===== src/rtl/serial_adder.sv =====
// ---------------------------------------------------------------------------
// serial_adder
//
// Bit-serial WIDTH-bit adder. A single 1-bit full-adder cell plus a carry
// flop processes one operand bit per clock, LSB first. Once all WIDTH bits
// have been processed, the registered sum and carry-out are updated and
// done pulses for one cycle.
//
// Ports:
//   clk    rising-edge clock
//   rst    asynchronous, active-high reset
//   start  begin an addition (sampled only while busy=0)
//   a, b   WIDTH-bit operands, captured on the accepting edge
//   cin    carry-in, captured on the accepting edge
//   busy   high while an addition is in progress
//   done   one-cycle pulse; sum/cout valid from this cycle on
//   sum    registered result (a+b+cin) mod 2^WIDTH
//   cout   registered carry-out of bit WIDTH-1
// ---------------------------------------------------------------------------
module serial_adder #(
    parameter int WIDTH = 8
) (
    input  logic             clk,
    input  logic             rst,
    input  logic             start,
    input  logic [WIDTH-1:0] a,
    input  logic [WIDTH-1:0] b,
    input  logic             cin,
    output logic             busy,
    output logic             done,
    output logic [WIDTH-1:0] sum,
    output logic             cout
);

    // Bit counter must hold 0..WIDTH-1 and be at least one bit wide.
    localparam int CW = (WIDTH > 1) ? $clog2(WIDTH) : 1;
    localparam logic [CW-1:0] LAST = CW'(WIDTH - 1);

    typedef enum logic {
        IDLE,
        RUN
    } state_t;

    state_t           state;
    state_t           state_next;

    logic [WIDTH-1:0] a_sh;
    logic [WIDTH-1:0] b_sh;
    logic [WIDTH-1:0] res_sh;
    logic [WIDTH-1:0] res_next;
    logic             carry;
    logic [CW-1:0]    cnt;

    logic             fa_sum;
    logic             fa_cout;
    logic             accept;
    logic             last_bit;

    // State register.
    always_ff @(posedge clk or posedge rst) begin
        if (rst) begin
            state <= IDLE;
        end else begin
            state <= state_next;
        end
    end

    // Full-adder cell, result shift-in value and next-state decode.
    // res_next already contains the bit being produced this cycle, so on
    // the final bit it is the complete sum.
    always_comb begin
        fa_sum     = a_sh[0] ^ b_sh[0] ^ carry;
        fa_cout    = (a_sh[0] & b_sh[0]) | (a_sh[0] & carry) | (b_sh[0] & carry);
        res_next   = res_sh >> 1;
        res_next[WIDTH-1] = fa_sum;
        accept     = (state == IDLE) && start;
        last_bit   = (state == RUN) && (cnt == LAST);
        state_next = state;
        case (state)
            IDLE: if (start) state_next = RUN;
            RUN:  if (cnt == LAST) state_next = IDLE;
            default: state_next = IDLE;
        endcase
    end

    // Operand/result shift registers, carry flop and bit counter.
    always_ff @(posedge clk or posedge rst) begin
        if (rst) begin
            a_sh   <= '0;
            b_sh   <= '0;
            res_sh <= '0;
            carry  <= 1'b0;
            cnt    <= '0;
        end else if (accept) begin
            a_sh   <= a;
            b_sh   <= b;
            res_sh <= '0;
            carry  <= cin;
            cnt    <= '0;
        end else if (state == RUN) begin
            a_sh   <= a_sh >> 1;
            b_sh   <= b_sh >> 1;
            res_sh <= res_next;
            carry  <= fa_cout;
            cnt    <= cnt + CW'(1);
        end
    end

    // Visible outputs only change on the final bit, so no partial result
    // ever appears on sum/cout while a run is in flight.
    always_ff @(posedge clk or posedge rst) begin
        if (rst) begin
            sum  <= '0;
            cout <= 1'b0;
            done <= 1'b0;
        end else begin
            done <= last_bit;
            if (last_bit) begin
                sum  <= res_next;
                cout <= fa_cout;
            end
        end
    end

    assign busy = (state == RUN);

endmodule


===== config.mk =====
export PLATFORM = sky130hd
export DESIGN_NAME = serial_adder
export DESIGN_NICKNAME = d
export VERILOG_FILES = /design/src/rtl/serial_adder.sv
export SDC_FILE = /design/constraint.sdc
export NUM_CORES = 1
export LEC_CHECK = 0
export CAP_MARGIN = 20
export CORE_MARGIN = 4
export CORE_UTILIZATION = 45
export CTS_CLUSTER_DIAMETER = 100
export DETAILED_ROUTE_END_ITERATION = 10
export GPL_ROUTABILITY_DRIVEN = 0
export PLACE_DENSITY = 0.7
export SLEW_MARGIN = 10
export SYNTH_ARGS = -nofsm -noshare
export SYNTH_HDL_FRONTEND = slang
export SYNTH_SLANG_ARGS = --single-unit

===== constraint.sdc =====
create_clock -name clk -period 1.52 [get_ports clk]
set_input_delay 0.38 -clock clk [delete_from_list [all_inputs] [get_ports clk]]
set_output_delay 0.38 -clock clk [all_outputs]
set_load 0.05 [all_outputs]

# [Word level (Yosys, flattened, before mapping)]
# Cells that the tools add are included.
[totals] reg_bits=39 latch_bits=0 mem_bits_rw=0 romBits=0 in_bits=20 output_inout_bits=11 elab_cells=35 mem_count=0
[op_classes] addsub=1 multipliers=0 n_div=0 magnitude_cmp=0 n_eq_ne=1 shifts=0 mux=13 n_bitwise=8 n_reduce_logical=3
[op_table] cell="2-to-1 mux 8 bit" count=6
[op_table] cell="2-to-1 mux 3 bit" count=2
[op_table] cell="2-to-1 mux 1 bit" count=4
[op_table] cell="adder 3 x 1 -> 3 bit (second input constant)" count=1
[op_table] cell="bitwise AND 1 bit" count=3
[op_table] cell="== test 3 bit (second input constant)" count=1
[op_table] cell="logical AND 1 bit" count=2
[op_table] cell="bitwise OR 1 bit" count=2
[op_table] cell="one-hot mux 1 bit (2 select lines)" count=1
[op_table] cell="nonzero test 2 bit" count=1
[op_table] cell="XOR 1 bit" count=2
[op_table] cell="inverter 1 bit" count=1

# [Logic depth before layout (Yosys ltp)]
# Gate-level depths: netlist of the first run.
[depth] depth_word=5 ltp_mapped=5 depth_no_buf=4

# [Worst setup path after synthesis of the first run]
# OpenSTA, ideal clock, no wires.
[synth_path] path_kind="reg-to-reg" startpoint="register state (netlist: busy)" endpoint="register cout" setup_ps=125 t_arrival_ps=1256 required_ps=1395 slack_ps=139 path_stages_with_launch=4 path_buffers=1 period_less_slack_ps=1381 path_cell_list="dfrtp_1 buf_4 nand2_4 mux2_4"
[synth_between] elab_chain_len=1
[synth_lines] item="start, declared" line_no="44" source="state_t state;"
[synth_lines] item="start signal, assigned" line_no="64" source="state <= state_next;"
[synth_lines] item="logical AND 1 bit" line_no="77" source="last_bit = (state == RUN) && (cnt == LAST);"
[synth_lines] item="end signal, assigned" line_no="120" source="cout <= fa_cout;"
[synth_lines] item="end, declared" line_no="32" source="output logic cout"
# No other way between the ends.
# A chain may end at the register's enable or synchronous reset.

# [Worst setup path in the final report of the first run]
[layout_path] startpoint="register cnt[0]" endpoint="register sum[3]"
[layout_between] elab_chain_len=2
[layout_lines] item="start, declared" line_no="52" source="logic [CW-1:0] cnt;"
[layout_lines] item="start signal, assigned" line_no="105" source="cnt <= cnt + CW'(1);"
[layout_lines] item="== test 3 bit" line_no="77"
[layout_lines] item="logical AND 1 bit" line_no="77"
[layout_lines] item="end signal, assigned" line_no="119" source="sum <= res_next;"
[layout_lines] item="end, declared" line_no="31" source="output logic [WIDTH-1:0] sum,"
# No other way between the ends.

==> reports/metrics.cfg, run 1 <==
[hold_path]
hold_class=primary input to asynchronous set/reset pin

[global_route]
grt_pass1_vias=1117
gr-total-overflow=0
grt_pass1_wl_um=4950
grt_start_max_net_pins=39
track_usage_pct=14.6
antenna_found_initial=0

[timing]
finalCriticalPeriod_ps=1440
finClkSkew_ps=5.36
rsz0062_at_grt=false
hold_viol=0
timing.final.ws_setup_ps=77.6
slew_violations=0
worstMarginPinSlew_ps=285
slew_headroom_pct=81.0
setup_viol=0
fmax_ghz=0.693
fin_crit_sh_pct=94.9

[clock_tree]
cts_sinks=38
ctsResizeCount=0
clk_latency_ps=280
cts_setup_buffers=0
h-tree-depth=2
cts_tree=done
cts_hold_buf=0
path_clk_slew_ps=70
cts_root_buf=clkbuf_8
numCtsBuffers=5
cts_buffer_depth=2

[yosys]
synthCells=136
yosysWarnings=0
synthFlopType=dfrtp_1
synthMostInstantiatedCell=dfrtp_1
synth_top_cells_by_count=dfrtp_1 (38), nand2_1 (21), o21ai_1 (20)
synth_edf_count=0
synth_area_sq_mm=0.00167
ys_types=18
synth_fp_nets=159
synth_top_area_share_pct=56.8
async_flop_share_pct=100
syn_avg_cell_area_sq_um=12.3
synth-seq-cells=38
ys_seq_area_share_pct=56.8
synth.area.top_cells=dfrtp_1 (57%), mux2i_1 (11%), mux2_4 (8.1%)
synth_area_leader_cell=dfrtp_1

[pwr]
leakage_nw=1.08
p_per_area_mw_per_mm2=1980
peakVddDrop_uv=868

[floorplan]
die_w_um=69.0
core_area_sq_mm=0.00347
die_h_um=69.0
die_area_sq_mm=0.00476
initial_utilization_pct=48.3
io_pins=31
rows=21

[route]
drc_errors=0
drt_iter0_markers=35
wl_um=2790
post_drt_via_cell_ratio=4.90
wl_per_cell_um=12.8
vias=1063
ant_nets=0
dr.pass1.iters=4

[setup_path]
critPathCaptureType=flop
crit_path_start_kind=flop
required_ps=1680
cp.arrival_ps=1610
reg2reg_depth=4
path_class=flop to flop
path_max_fanout=10

[finish]
fin_util_pct=64.4
area_growth_pct=33.4
diodes=0
drive_above_1_share_pct=20.5
stdcell_area_sq_mm=0.00223
final_nets=193

[placed_design]
place_area_sq_mm=0.00214
dp_hpwl_um=2040
dp_worst_setup_slack_ps=-90.0
portBuffers=30

[job]
timing.max_cap.violations=0

[status]
status=complete, no violations

## stage by stage
step                setup TNS (ps)  hold slack (ps)  power (mW)  cells
finish                           0              457        4.42    217
global route                     0              482        4.74    217
CTS                              0              464        4.50    217
detailed placement            -109              479        3.79    209
global placement             -58.6              467        3.71    209
floorplan                        0              455        2.99    136
## kinds of logic (layout without fill, tap and decap cells)
logic type | Yosys count | after routing | synth area share [%]
buffers and inverters | 12 | 47 | 4.86
AOI/OAI and AO/OA | 24 | 24 | 7.85
DFF | 38 | 38 | 56.8
muxes | 28 | 28 | 19.5
and+or+nand+nor | 31 | 31 | 8.30
adders and majority gates | 3 | 3 | 2.69
## registers in the layout, indices dropped and copies added (netlist names)
register  flops
busy          1
cnt           3
res_sh        7
done          1
b_sh          8
sum           8
cout          1
a_sh          8
carry         1
## worst max-delay path, cell delays in order, from the launching register on
cell	delay, ps
dfrtp_1	400
ha_1	210
ha_1	220
nand2_4	180
mux2_4	320
## routing by layer
metal,part of all wire [%],global-route usage [%],routed length [um]
met5,0,0,0
met4,0.97,5.11,27
met1,47,18.9,1300
met2,47,22.4,1310
met3,5.3,5.35,148
## cell type report
cell class,instances,area (sq um)
repair buffers,36,480
multi-input cells,86,642
well taps,46,57.6
clock inverters,1,5.00
clock buffers,7,86.3
inverters,3,11.3
fillers,296,1230
flip-flops and latches,38,951
## power breakdown
group / internal (mW) / switching (mW) / leakage [nW]
logic: 1.03 / 0.971 / 0.536
clock network: 0.365 / 0.312 / 0.0482
registers: 1.42 / 0.325 / 0.494
total: 2.82 / 1.61 / 1.08
## path summary, 6_finish.rpt
kind | from | endpoint | slack [ps]
worst max-delay path | cnt[0] | sum[3] | 80
worst min register to register | a_sh[2] | a_sh[1] | 490
max in group asynchronous | rst | b_sh[1] | 870
worst min-delay path | rst | sum[0] | 460
min in group clk | a_sh[2] | a_sh[1] | 490
worst max register to register | cnt[0] | sum[3] | 80
## placed cells by master, fill, tap and decap left out
cell type,netlist,final
clkbuf_8,0,6
inv_1,3,3
mux2i_1,18,18
nand2_4,1,1
nand2b_1,6,6
clkbuf_1,1,1
o21ai_0,1,1
nand2_1,21,21
nor2_1,3,3
a22o_1,3,3
buf_4,3,4
o21ai_1,20,20
fa_1,1,1
ha_1,2,2
mux2_2,1,1
buf_12,0,13
mux2_4,9,9
clkinv_2,0,1
clkdlybuf4s50_1,0,19
dfrtp_1,38,38
No activity file was read; power rests on OpenSTA's default activity.
==> inputs of run 2 (changes only) <==
--- a/config.mk
+++ b/config.mk
@@ -10,7 +10,6 @@
 export CORE_UTILIZATION = 45
 export CTS_CLUSTER_DIAMETER = 100
 export DETAILED_ROUTE_END_ITERATION = 10
-export GPL_ROUTABILITY_DRIVEN = 0
 export PLACE_DENSITY = 0.7
 export SLEW_MARGIN = 10
 export SYNTH_ARGS = -nofsm -noshare
==> results of run 2 <==
No change in the layout: final DEF, timing and power equal those of run 1.
